[src/rtl/branch_hazard_ctrl_pkg.sv]
// Shared encodings, slot type and helpers for the ID-stage branch hazard controller.
package branch_hazard_ctrl_pkg;

  // Cycles until a source operand is consumed, counted from the D stage.
  localparam logic [1:0] TUSE_BR   = 2'd0;
  localparam logic [1:0] TUSE_E    = 2'd1;
  localparam logic [1:0] TUSE_M    = 2'd2;
  localparam logic [1:0] TUSE_NONE = 2'd3;

  // Cycles after E entry until a writer's result exists.
  localparam logic [1:0] TNEW_LINK = 2'd0;
  localparam logic [1:0] TNEW_ALU  = 2'd1;
  localparam logic [1:0] TNEW_LOAD = 2'd2;

  // Comparator operand sources.
  localparam logic [1:0] FWD_GRF = 2'd0;
  localparam logic [1:0] FWD_E   = 2'd1;
  localparam logic [1:0] FWD_M   = 2'd2;
  localparam logic [1:0] FWD_W   = 2'd3;

  // One in-flight register writer.
  typedef struct packed {
    logic [4:0] dst;
    logic [1:0] tnew;
  } slot_t;

  localparam slot_t SLOT_EMPTY = '{dst: 5'd0, tnew: 2'd0};

  // Tnew counts down as the writer advances one stage, stopping at zero.
  function automatic logic [1:0] sat_dec(input logic [1:0] x);
    return (x == TNEW_LINK) ? TNEW_LINK : x - 2'd1;
  endfunction

endpackage

[src/rtl/branch_hazard_ctrl_src_check.sv]
// Per-source hazard check: finds the youngest in-flight writer of one source
// register and decides whether D must stall and where the operand comes from.
module hazard_src_check
  import branch_hazard_ctrl_pkg::*;
(
  input  logic       valid,
  input  logic [4:0] src,
  input  logic [1:0] tuse,
  input  slot_t      e_slot,
  input  slot_t      m_slot,
  input  slot_t      w_slot,
  output logic       stall,
  output logic [1:0] sel
);

  logic active;
  logic e_hit;
  logic m_hit;
  logic w_hit;

  // $0, unused sources and bubbles never take part in hazard detection.
  assign active = valid && (src != 5'd0) && (tuse != TUSE_NONE);
  assign e_hit  = active && (e_slot.dst == src);
  assign m_hit  = active && (m_slot.dst == src);
  assign w_hit  = active && (w_slot.dst == src);

  // Youngest matching slot decides; older matches are shadowed.
  always_comb begin
    // NOTE: every output gets a default before the priority chain so no path leaves it unassigned (no latch).
    stall = 1'b0;
    sel   = FWD_GRF;
    if (e_hit) begin
      stall = (e_slot.tnew > tuse);
      if (e_slot.tnew == TNEW_LINK) sel = FWD_E;
    end else if (m_hit) begin
      stall = (m_slot.tnew > tuse);
      if (m_slot.tnew == TNEW_LINK) sel = FWD_M;
    end else if (w_hit) begin
      // A writer in W has always finished, so this never stalls in practice.
      stall = (w_slot.tnew > tuse);
      if (w_slot.tnew == TNEW_LINK) sel = FWD_W;
    end
  end

endmodule

[src/rtl/branch_hazard_ctrl.sv]
// Hazard controller for the ID-stage branch comparator: shadow pipeline of
// in-flight writers (E, M, W), stall/forward decision and stall-cycle counter.
module branch_hazard_ctrl
  import branch_hazard_ctrl_pkg::*;
#(
  parameter int STALL_CNT_W = 32
) (
  input  logic                   clk,
  input  logic                   reset,
  input  logic                   d_valid,
  input  logic [4:0]             d_rs,
  input  logic [4:0]             d_rt,
  input  logic [1:0]             d_rs_tuse,
  input  logic [1:0]             d_rt_tuse,
  input  logic [4:0]             d_dst,
  input  logic [1:0]             d_tnew,
  output logic                   stall,
  output logic [1:0]             fwd_rs_sel,
  output logic [1:0]             fwd_rt_sel,
  output logic [STALL_CNT_W-1:0] br_stall_cnt
);

  localparam logic [STALL_CNT_W-1:0] CNT_ONE = STALL_CNT_W'(1);

  slot_t e_q;
  slot_t m_q;
  slot_t w_q;
  logic  rs_stall;
  logic  rt_stall;

  hazard_src_check u_rs_check (
    .valid  (d_valid),
    .src    (d_rs),
    .tuse   (d_rs_tuse),
    .e_slot (e_q),
    .m_slot (m_q),
    .w_slot (w_q),
    .stall  (rs_stall),
    .sel    (fwd_rs_sel)
  );

  hazard_src_check u_rt_check (
    .valid  (d_valid),
    .src    (d_rt),
    .tuse   (d_rt_tuse),
    .e_slot (e_q),
    .m_slot (m_q),
    .w_slot (w_q),
    .stall  (rt_stall),
    .sel    (fwd_rt_sel)
  );

  assign stall = rs_stall | rt_stall;

  // Advance the shadow pipeline; a stalled or empty D stage sends a bubble into E.
  always_ff @(posedge clk) begin
    // NOTE: non-blocking assignments so every slot samples the pre-edge value of the one before it.
    if (reset) begin
      e_q <= SLOT_EMPTY;
      m_q <= SLOT_EMPTY;
      w_q <= SLOT_EMPTY;
    end else begin
      e_q <= (d_valid && !stall) ? '{dst: d_dst, tnew: d_tnew} : SLOT_EMPTY;
      m_q <= '{dst: e_q.dst, tnew: sat_dec(e_q.tnew)};
      w_q <= '{dst: m_q.dst, tnew: sat_dec(m_q.tnew)};
    end
  end

  // Count stalled cycles, holding at all-ones instead of wrapping.
  always_ff @(posedge clk) begin
    if (reset) begin
      br_stall_cnt <= '0;
    end else if (stall && (br_stall_cnt != '1)) begin
      br_stall_cnt <= br_stall_cnt + CNT_ONE;
    end
  end

endmodule

[config.mk]
export PLATFORM = sky130hd
export DESIGN_NAME = branch_hazard_ctrl
export DESIGN_NICKNAME = d
export VERILOG_FILES = /design/src/rtl/branch_hazard_ctrl_pkg.sv /design/src/rtl/branch_hazard_ctrl_src_check.sv /design/src/rtl/branch_hazard_ctrl.sv
export SDC_FILE = /design/constraint.sdc
export NUM_CORES = 1
export LEC_CHECK = 0
export CORE_UTILIZATION = 46
export DETAILED_ROUTE_END_ITERATION = 12
export PLACE_DENSITY = 0.79
export SYNTH_ARGS = -nofsm -noshare
export SYNTH_HDL_FRONTEND = slang
export SYNTH_SLANG_ARGS = --single-unit
[constraint.sdc]
create_clock -name clk -period 4.4 [get_ports clk]
set_input_delay 0.88 -clock clk [delete_from_list [all_inputs] [get_ports clk]]
set_output_delay 0.88 -clock clk [all_outputs]
set_load 0.005 [all_outputs]
==> out/qor.yml <==
status:
  outcome: "completed"
setup_path:
  cp_cell_sequence: "clkdlybuf4s50_1 -> xor2_1 -> nor4_1 -> and2_1 -> mux2_2 -> o221ai_2 -> clkdlybuf4s50_1"
  crit_top_cell: "clkdlybuf4s50_1"
  rrSetupSlack_ns: 1.27
  startpoint_type: "primary input"
  critPathSlowestCell: "clkdlybuf4s50_1"
  max_stage_delay_ns: 0.56
  reg2reg_depth: 8
  r2r_start: "br_stall_cnt[6]$_SDFFE_PP0P_"
  worstPathRequired_ns: 3.52
  critPathLaunch: "d_rt[3]"
  worst_setup_path_end_kind: "primary output"
  crit_arrival_ns: 3.33
  cp-endpoint: "stall"
  crit_fanout: 4
  reg2reg_to: "br_stall_cnt[29]$_SDFFE_PP0P_"
  crit_type: "in -> out"
placement:
  io_buffers: 60
  place.gp.congestion: 0.864
  place_hpwl_mm: 5.32
yosys:
  synthCells: 346
  synth_fp_nets: 385
  synth_top_cells_by_area: "dfxtp_1 (36%), xor2_1 (9.3%), ha_1 (6.4%)"
  synth-simple-area-share_pct: 29.0
  synth-seq-cells: 53
  synth-compound-area-share_pct: 8.12
  yosysTopAreaCellShare_pct: 36.2
  synthMuxAreaShare_pct: 1.84
  synth_flop_cell: "dfxtp_1"
  synth_cell_types: 39
  avgSynthCellArea_um2: 8.46
  synthArstFlopShare_pct: 0
  netlist_area_um2: 2930
  synth_xor_area_share_pct: 14.7
  synth_seq_area_share_pct: 36.2
  synth_area_leader_cell: "dfxtp_1"
  synth_top_family_by_area: "simple AND/OR/NAND/NOR gates"
  ys_warn_count: 0
  synth_adder_area_share_pct: 6.41
  synth_edf_count: 0
cts:
  clock_latency_ns: 0.32
  cts.sinks: 53
  cts_inserted_buffers: 5
  cts_hold_buf: 0
  cts.htree.levels: 2
  clk_pin_slew_ns: 0.10
  cts_tree: "done"
  cts_resized: 0
  ctsLongestPathBuffers: 2
  clockRootBuffer: "clkbuf_8"
  cts_setup_buffers: 0
die:
  die_h_um: 81.8
  die-area_um2: 6690
  core_area_um2: 6030
  die_w_um: 81.8
  start_util_pct: 48.6
  pin_count: 61
  rows: 28
cells_and_area:
  n_fill_cell: 540
  ff_latch_area_um2: 1060
  multi_input_area_um2: 1760
  syn2layout_area_growth_pct: 26.1
  insertedDiodeCount: 0
  layout-drive-gt1-share_pct: 5.43
  nNetsFinal: 443
worst_hold_path:
  hp-start: "m_q[0]$_SDFF_PP0_"
  hold_path.class: "reg -> reg"
sta:
  setup_viol: 0
  rsz0062_at_grt: "no"
  setup_tns_ns: 0
  fin_worst_skew_ns: 0.00973
  tightest_slew_ns: 0.915
  finalWorstPathRequiredPeriod_ns: 4.21
  finalCritPeriodShare_pct: 95.7
  fmax_mhz: 237
  finalHoldViolCount: 0
  max-slew-margin-rel_pct: 38.8
  final_max_slew_viol_count: 0
drt:
  route.detailed.drc: 0
  via_per_inst: 5.36
  drt_iter0_markers: 143
  wirelength_mm: 6.94
  wire_per_inst_um: 14.5
  dr.pass1.iters: 4
  ant_nets: 0
  vias: 2575
global_routing:
  grt_max_degree: 26
  track_usage_pct: 21.6
  antenna_found_initial: 0
  grt_pass1_wl_mm: 10.9
  grt_pass1_vias: 2328
  overflow: 0
power_and_ir_drop:
  power_leakage_nw: 1.39
  p_total_uw: 898
  p_per_area_nw_per_um2: 243
  ir_worst_vdd_mv: 0.167
run:
  drv_cap: 0
-- cell usage in the layout, fill, tap and decap left out, types with 5 or more instances in the layout --
master	n
o211ai_1	6
nor3_1	7
and3_1	13
inv_1	16
clkbuf_8	5
nand4_1	9
dfxtp_1	53
nand3_1	23
clkdlybuf4s50_1	60
nor2_1	35
nor4_1	5
and2_1	9
xnor2_1	18
o21ai_0	5
nand2_1	27
or4_1	9
nor2b_1	14
a21oi_1	8
ha_1	15
xor2_1	31
-- critical path: cells and delay by family --
family	cells	cell delay (ns)
buf+inv	2	1.05
simple gates	2	0.58
mux	1	0.36
compound gates	1	0.26
xor+xnor	1	0.20
-- final cells by class --
type	count	share of cell area, %
tap	75	2.54
clock buffer	5	1.86
timing repair buffer	63	16.9
inverter	16	1.63
multi-input combinational	265	47.6
sequential	53	28.7
clock inverter	3	0.779
-- synth_stat cells (8+ instances only) --
library cell / instances
nand3_1: 23
xor2_1: 31
dfxtp_1: 53
nor2_1: 35
or4_1: 9
inv_1: 16
xnor2_1: 18
nand4_1: 9
nand2_1: 27
a21oi_1: 8
ha_1: 15
nor2b_1: 14
and3_1: 13
and2_1: 9
-- flip-flops by register name (all words and copies together) (netlist names) --
register / flops
w_q: 7
m_q: 7
br_stall_cnt: 32
e_q: 7
-- power by group --
part           internal, mW  switching [mW]
sequential            0.486         0.00694
clock                 0.119           0.177
combinational        0.0542          0.0535
total                 0.660           0.238
-- layer usage --
layer,vias to the layer above,track usage [%],part of all wire (%)
li1,1310,-,-
met3,8,5.44,5.4
met2,61,34.4,46
met4,0,6.67,1.5
met1,1196,28.6,47
met5,-,0,0
-- worst min-delay path by stage --
stage | end | slack, ns | depth (start not counted)
5_1_grt | m_q[0]$_SDFF_PP0_ | 0.47 | 1
2_1_floorplan | m_q[0]$_SDFF_PP0_ | 0.40 | 1
3_3_place_gp | w_q[0]$_SDFF_PP0_ | 0.41 | 1
6_report | w_q[0]$_SDFF_PP0_ | 0.45 | 1
3_5_place_dp | w_q[0]$_SDFF_PP0_ | 0.43 | 1
4_1_cts | w_q[0]$_SDFF_PP0_ | 0.45 | 1
-- logic make-up (layout without fill, tap and decap cells) --
group                      count (synthesis)  count (layout)
AOI/OAI and AO/OA                         34              34
xor gates and xnor gates                  49              49
adders and majority gates                 15              15
buffers and inverters                     28              87
DFF                                       53              53
muxes                                      5               5
and+or+nand+nor                          162             162
-- metrics by stage --
stage | setup slack (ns) | std cells | utilization (%) | hold WS [ns] | area, um2
2_1_floorplan | 0.943 | 346 | - | 0.401 | 2930
3_3_place_gp | 0.230 | 472 | 59.7 | 0.408 | 3590
3_5_place_dp | 0.186 | 472 | 59.7 | 0.434 | 3590
4_1_cts | 0.186 | 480 | 61.3 | 0.448 | 3690
5_1_grt | 0.0763 | 480 | 61.3 | 0.465 | 3690
6_report | 0.189 | 480 | 61.3 | 0.446 | 3690
(Power assumes the default switching activity.)
